<file path="config.mk">
export PLATFORM = sky130hd
export DESIGN_NAME = mine_field_gen_flat
export DESIGN_NICKNAME = d
export VERILOG_FILES = /design/src/rtl/minesweeper_pkg.sv /design/src/rtl/mine_field_gen_if.sv /design/src/rtl/mine_lfsr.sv /design/src/rtl/mine_field_gen.sv /design/src/flat_wrapper.sv
export SDC_FILE = /design/constraint.sdc
export NUM_CORES = 1
export LEC_CHECK = 0
export ABC_AREA = 0
export CORE_MARGIN = 2
export CORE_UTILIZATION = 40
export DETAILED_ROUTE_END_ITERATION = 8
export PLACE_DENSITY = 0.58
export SYNTH_ARGS = -nofsm -noshare
export SYNTH_HDL_FRONTEND = slang
export SYNTH_SLANG_ARGS = --single-unit
</file>
<file path="constraint.sdc">
create_clock -name clk -period 14.8 [get_ports clk]
set_input_delay 3.7 -clock clk [delete_from_list [all_inputs] [get_ports clk]]
set_output_delay 3.7 -clock clk [all_outputs]
set_load 0.05 [all_outputs]
</file>
<file path="src/rtl/minesweeper_pkg.sv">
// Shared minesweeper types and board geometry, used by the generator, controller and display stages.
package minesweeper_pkg;
  localparam int GRID_W = 16;
  localparam int GRID_H = 16;
  localparam int ADDR_W = 8;
  localparam int CNT_W  = 4;

  typedef enum logic [1:0] {IDLE, CLEAR, PLACE, READY} gen_state_t;
endpackage

</file>
<file path="src/rtl/mine_field_gen_if.sv">
// Controller <-> mine field generator bus. Optional macro SAFE_FIRST_EN adds the safe_addr signal.
interface mine_field_gen_if;
  import minesweeper_pkg::*;

  logic              initcue;
  logic              q_req;
  logic [ADDR_W-1:0] A;
  logic              valid;
  logic              is_mine;
  logic [CNT_W-1:0]  mine_cnt;
  logic              status;
  logic [ADDR_W-1:0] placed;
`ifdef SAFE_FIRST_EN
  logic [ADDR_W-1:0] safe_addr;

  modport master (output initcue, q_req, A, safe_addr,
                  input  valid, is_mine, mine_cnt, status, placed);
  modport slave  (input  initcue, q_req, A, safe_addr,
                  output valid, is_mine, mine_cnt, status, placed);
`else
  modport master (output initcue, q_req, A,
                  input  valid, is_mine, mine_cnt, status, placed);
  modport slave  (input  initcue, q_req, A,
                  output valid, is_mine, mine_cnt, status, placed);
`endif
endinterface

</file>
<file path="src/rtl/mine_lfsr.sv">
// 9-bit Fibonacci LFSR, polynomial x^9+x^5+1 (maximal length, 511 states).
module mine_lfsr #(
  parameter logic [8:0] SEED = 9'h1A5
) (
  input  logic       clk,
  input  logic       rst_n,
  input  logic       i_en,
  output logic [8:0] o_state
);
  logic [8:0] r_state;

  always_ff @(posedge clk or negedge rst_n) begin
    if (!rst_n)    r_state <= SEED;
    else if (i_en) r_state <= {r_state[7:0], r_state[8] ^ r_state[4]};
  end

  assign o_state = r_state;
endmodule

</file>
<file path="src/rtl/mine_field_gen.sv">
// Places MINES mines on a 16x16 board from a free-running LFSR and answers is_mine / neighbour-count queries.
// Optional macro SAFE_FIRST_EN: the cell on safe_addr (sampled at initcue rise) is never mined.
module mine_field_gen
  import minesweeper_pkg::*;
#(
  parameter int         MINES     = 40,
  parameter logic [8:0] LFSR_SEED = 9'h1A5
) (
  input  logic               clk,
  input  logic               rst_n,
  mine_field_gen_if.slave    bus
);
  localparam logic [ADDR_W-1:0] L_MINES = ADDR_W'(MINES);

  if (MINES < 1 || MINES > 255) begin : g_bad_mines
    $error("mine_field_gen: MINES must be within 1..255");
  end
  if (LFSR_SEED == 9'h000) begin : g_bad_seed
    $error("mine_field_gen: LFSR_SEED must be nonzero");
  end
`ifdef SAFE_FIRST_EN
  if (MINES > 254) begin : g_bad_safe
    $error("mine_field_gen: MINES must be <= 254 when a safe cell is reserved");
  end
`endif

  gen_state_t                   r_state, w_state_nxt;
  logic                         r_initcue_d;
  logic [GRID_W*GRID_H-1:0]     r_bitmap;
  logic [ADDR_W-1:0]            r_placed;
  logic                         r_status;
  logic                         r_valid;
  logic                         r_is_mine;
  logic [CNT_W-1:0]             r_cnt;
  logic [8:0]                   w_lfsr;
  logic                         w_unused_lfsr_msb;
  logic [ADDR_W-1:0]            w_cand;
  logic                         w_rise;
  logic                         w_free;
  logic                         w_place;

  mine_lfsr #(.SEED(LFSR_SEED)) u_lfsr (
    .clk     (clk),
    .rst_n   (rst_n),
    .i_en    (1'b1),
    .o_state (w_lfsr)
  );

  assign w_cand            = w_lfsr[ADDR_W-1:0];
  assign w_unused_lfsr_msb = w_lfsr[8];
  assign w_rise            = bus.initcue & ~r_initcue_d;

`ifdef SAFE_FIRST_EN
  logic [ADDR_W-1:0] r_safe;

  always_ff @(posedge clk or negedge rst_n) begin
    if (!rst_n)      r_safe <= '0;
    else if (w_rise) r_safe <= bus.safe_addr;
  end

  assign w_free = ~r_bitmap[w_cand] & (w_cand != r_safe);
`else
  assign w_free = ~r_bitmap[w_cand];
`endif

  // Cells off the board contribute nothing: the grid does not wrap.
  function automatic logic [CNT_W-1:0] neighbour_count(input logic [GRID_W*GRID_H-1:0] bm,
                                                       input logic [ADDR_W-1:0]        a);
    logic [CNT_W-1:0]  sum;
    logic [ADDR_W-1:0] idx;
    int                nx, ny;
    sum = '0;
    for (int dy = -1; dy <= 1; dy++) begin
      for (int dx = -1; dx <= 1; dx++) begin
        nx = int'(a[3:0]) + dx;
        ny = int'(a[7:4]) + dy;
        if ((dx != 0 || dy != 0) && nx >= 0 && nx < GRID_W && ny >= 0 && ny < GRID_H) begin
          idx = ADDR_W'(ny * GRID_W + nx);
          sum = sum + CNT_W'(bm[idx]);
        end
      end
    end
    return sum;
  endfunction

  always_comb begin
    w_state_nxt = r_state;
    w_place     = 1'b0;
    unique case (r_state)
      IDLE:  if (w_rise) w_state_nxt = CLEAR;
      CLEAR: w_state_nxt = PLACE;
      PLACE: begin
        if (w_rise)                    w_state_nxt = CLEAR;
        else if (r_placed == L_MINES)  w_state_nxt = READY;
        else                           w_place     = w_free;
      end
      READY: if (w_rise) w_state_nxt = CLEAR;
      default: w_state_nxt = IDLE;
    endcase
  end

  always_ff @(posedge clk or negedge rst_n) begin
    if (!rst_n) begin
      r_state     <= IDLE;
      r_initcue_d <= 1'b0;
      r_bitmap    <= '0;
      r_placed    <= '0;
      r_status    <= 1'b0;
    end else begin
      r_state     <= w_state_nxt;
      r_initcue_d <= bus.initcue;
      if (r_state == CLEAR) begin
        r_bitmap <= '0;
        r_placed <= '0;
        r_status <= 1'b0;
      end else if (w_place) begin
        r_bitmap[w_cand] <= 1'b1;
        r_placed         <= r_placed + 8'd1;
      end
      if (r_state == PLACE && w_state_nxt == READY) r_status <= 1'b1;
    end
  end

  // Queries read the bitmap as it stood before this edge, so a query during CLEAR sees the old board.
  always_ff @(posedge clk or negedge rst_n) begin
    if (!rst_n) begin
      r_valid   <= 1'b0;
      r_is_mine <= 1'b0;
      r_cnt     <= '0;
    end else begin
      r_valid <= bus.q_req;
      if (bus.q_req) begin
        r_is_mine <= r_status & r_bitmap[bus.A];
        r_cnt     <= r_status ? neighbour_count(r_bitmap, bus.A) : '0;
      end
    end
  end

  assign bus.valid    = r_valid;
  assign bus.is_mine  = r_is_mine;
  assign bus.mine_cnt = r_cnt;
  assign bus.status   = r_status;
  assign bus.placed   = r_placed;
endmodule

</file>
<file path="src/flat_wrapper.sv">
// flat-port wrapper written by rule: the top's interface ports become plain ports
module mine_field_gen_flat import minesweeper_pkg::*;
#(
  parameter int         MINES     = 40,
  parameter logic [8:0] LFSR_SEED = 9'h1A5
)
  (clk, rst_n, bus_initcue, bus_q_req, bus_A, bus_valid, bus_is_mine, bus_mine_cnt, bus_status, bus_placed);
  mine_field_gen_if bus_i ();
  input  logic clk;
  input  logic rst_n;
  input wire logic [$bits(bus_i.initcue)-1:0] bus_initcue;
  input wire logic [$bits(bus_i.q_req)-1:0] bus_q_req;
  input wire logic [$bits(bus_i.A)-1:0] bus_A;
  output wire logic [$bits(bus_i.valid)-1:0] bus_valid;
  output wire logic [$bits(bus_i.is_mine)-1:0] bus_is_mine;
  output wire logic [$bits(bus_i.mine_cnt)-1:0] bus_mine_cnt;
  output wire logic [$bits(bus_i.status)-1:0] bus_status;
  output wire logic [$bits(bus_i.placed)-1:0] bus_placed;
  assign bus_i.initcue = bus_initcue;
  assign bus_i.q_req = bus_q_req;
  assign bus_i.A = bus_A;
  assign bus_valid = bus_i.valid;
  assign bus_is_mine = bus_i.is_mine;
  assign bus_mine_cnt = bus_i.mine_cnt;
  assign bus_status = bus_i.status;
  assign bus_placed = bus_i.placed;
  mine_field_gen #(.MINES(MINES), .LFSR_SEED(LFSR_SEED)) u_core (.clk(clk), .rst_n(rst_n), .bus(bus_i));
endmodule
</file>
==> reports/metrics.csv <==
metric;value;unit
hold_violations;0;
grt_start_max_net_pins;182;
numCtsBuffers;35;
chipWidth;236;um
total_power;2480;uW
crit_family;adder cells;
clock_latency;580;ps
instances_no_fill;2582;
cts_hold_buf;0;
relSlewSlack;14.6;%
comb_power_share;28.0;%
finalSetupTns;0;ps
required;15240;ps
drt_iter0_drc;2356;
final_util;44.4;%
cts.sinks;283;
r2r_start;u_core.r_bitmap[11]$_DFFE_PN0P_;
p_sw_share;34.9;%
root_buffer;clkbuf_16;
rsz0062_at_grt;false;
n_antenna_cell;0;
final_area;0.0235;mm2
crit_top_cell;ha_1;
vias;17500;
clock_path_buffers;3;
power_density;106;mW/mm2
dp_hpwl;51.8;mm
gr-total-overflow;0;
yosys_warnings;0;
cts_setup_buffers;0;
min_period_over_period;77.1;%
finalCriticalPeriod;11410;ps
grt_first_pass_wirelength;114;mm
crit_start;bus_A[4];
p_leak;0.00867;uW
vias_per_cell;6.77;
wl_per_cell;29.1;um
syn_area_per_cell;11.2;um2
synth_ff_type;dfrtp_1;
initial_core_util;40.7;%
synth_area;0.0215;mm2
dieArea;0.0556;mm2
ys_ff_latch;283;
seqPwrFrac;35.2;%
ir_worst_vdd;0.0601;mV
critPathLaunchType;input port;
synth_area_leader_cell;dfrtp_1;
ctsResizeCount;0;
fmax;87.6;MHz
intPower;1620;uW
crit_path_max_fanout;14;
path_buf_inv;3;
slew_violations;0;
power.switching;865;uW
async_reset_ff_share;100;%
dpl_cell_area;0.0223;mm2
antenna_found_initial;1;
wl;75.2;mm
worst_ep_arrival_time;11850;ps
path_class;input port to flip-flop;
drive_gt1_share;24.3;%
cpMaxStageDelayCell;clkdlybuf4s50_1;
synth_cell_type_count;67;
rows;84;
gp_congestion;0.960;
grt_pass1_vias;17000;
die_h;236;um
ctsHtreeMaxLevel;2;
clkTransAtPathRegs;60;ps
holdCritStartpoint;u_core.u_lfsr.o_state[7]$_DFF_PN1_;
area_growth;9.18;%
synth_edf_count;0;
route.detailed.drc;0;
seq_area_frac_synth;33.0;%
drv_cap;0;
outcome;complete, no violations;
dpl.cell_count;2519;
final_antenna_net_count;0;
synth_cells;1925;
netlist_top_cells_area;dfrtp_1 32%, mux4_2 28%, o22ai_1 6.2%, mux2i_1 5.5%, inv_1 5.0%;
setup_viol;0;
grt_util_all_layers;27.1;%
syn_nets;1970;
synth_top_area_share;32.3;%
coreArea;0.0529;mm2
portBuffers;26;
fin_skew;32.5;ps
endpoint_kind;flip-flop;
tightest_slew;1270;ps
cts_tree;built;
pwr-share-clk;36.8;%
ios;27;
drt_first_pass_iters;5;
hold_class;flip-flop to flip-flop;
max_stage_delay;880;ps
nets;1913;
## cells in the final DEF (no fill, tap or decap), drive strengths merged, types with 22 or more instances in the layout
cell,n
a21oi,42
buf,40
clkbuf,45
clkdlybuf4s50,23
dfrtp,278
ha,33
inv,290
mux2i,118
mux4,263
nand2,122
nand3,25
nor2,52
nor2b,27
o22ai,273
xnor2,22
## per-stage QoR
step	setup WS [ps]	hold WS [ps]
2_1_floorplan	3590	350
5_1_grt	2840	429
6_report	3390	428
4_1_cts	3480	424
3_5_place_dp	2930	428
3_3_place_gp	2730	435
## cell families (layout without fill, tap and decap cells)
logic type / Yosys count / count (layout) / share of synthesized area, %
AOI/OAI and AO/OA: 439 / 439 / 15.0
DFF: 283 / 283 / 33.0
adders and majority gates: 33 / 33 / 1.92
buffers and inverters: 447 / 416 / 8.53
muxes: 393 / 393 / 33.7
xor gates and xnor gates: 35 / 35 / 1.43
and+or+nand+nor: 295 / 295 / 6.50
## power by group through the flow
stage | clock network, uW | registers, uW | logic (uW)
3_3_place_gp | 0 | 883 | 679
2_1_floorplan | 0 | 900 | 468
4_1_cts | 924 | 873 | 686
6_report | 913 | 875 | 695
3_5_place_dp | 0 | 886 | 683
5_1_grt | 955 | 880 | 742
## sequential cells by signal (all words and copies together) (netlist names)
register	flops
u_core.r_bitmap	256
u_core.bus.valid	1
u_core.bus.is_mine	1
u_core.bus.placed	8
u_core.r_state	2
u_core.u_lfsr.o_state	9
u_core.bus.mine_cnt	4
u_core.bus.status	1
u_core.r_initcue_d	1
## final timing paths
| check | endpoint | slack (ps) | depth (start not counted) |
|---|---|---|---|
| max | u_core.bus.mine_cnt[2]$_DFFE_PN0P_ | 3390 | 33 |
| min | u_core.u_lfsr.o_state[8]$_DFF_PN1_ | 430 | 0 |
| max reg2reg | u_core.bus.mine_cnt[2]$_DFFE_PN0P_ | 7740 | 30 |
| min reg2reg | u_core.u_lfsr.o_state[8]$_DFF_PN1_ | 430 | 0 |
| max in group asynchronous | u_core.r_bitmap[107]$_DFFE_PN0P_ | 10010 | 2 |
| min in group asynchronous | u_core.r_bitmap[10]$_DFFE_PN0P_ | 3210 | 1 |
## layout make-up
cell class	instances	area [um2]
fill	4892	29400
tap	688	861
clock buffer	45	953
inverter	290	1090
sequential	283	7090
timing repair buffer	63	568
clock inverter	18	231
multi-input combinational	1195	12700
## routing by layer
metal / share of wire [%] / routed length (um) / GRT usage (%)
met4: 5.0 / 3790 / 12.4
met2: 45 / 33900 / 41.1
met1: 41 / 30900 / 37.8
met3: 8.8 / 6590 / 5.29
met5: 0.012 / 9 / 0
## synthesized netlist by cell type (all sizes together) (4+ instances only)
cell type	instances
mux2	12
ha	33
nor2	52
o21a	4
o211ai	11
o2111ai	4
xor2	13
a22oi	14
o22ai	273
nor3	19
clkbuf	70
mux2i	118
a211oi	19
o21ai	18
xnor2	22
dfrtp	278
a21oi	42
mux4	263
or2	5
nand2b	9
and2	4
a31oi	9
nor4	4
a221oi	16
nand3	25
nor2b	27
and3	15
dfstp	5
a2111oi	5
nand4	6
nand2	122
buf	87
inv	287
(Power assumes the default switching activity.)
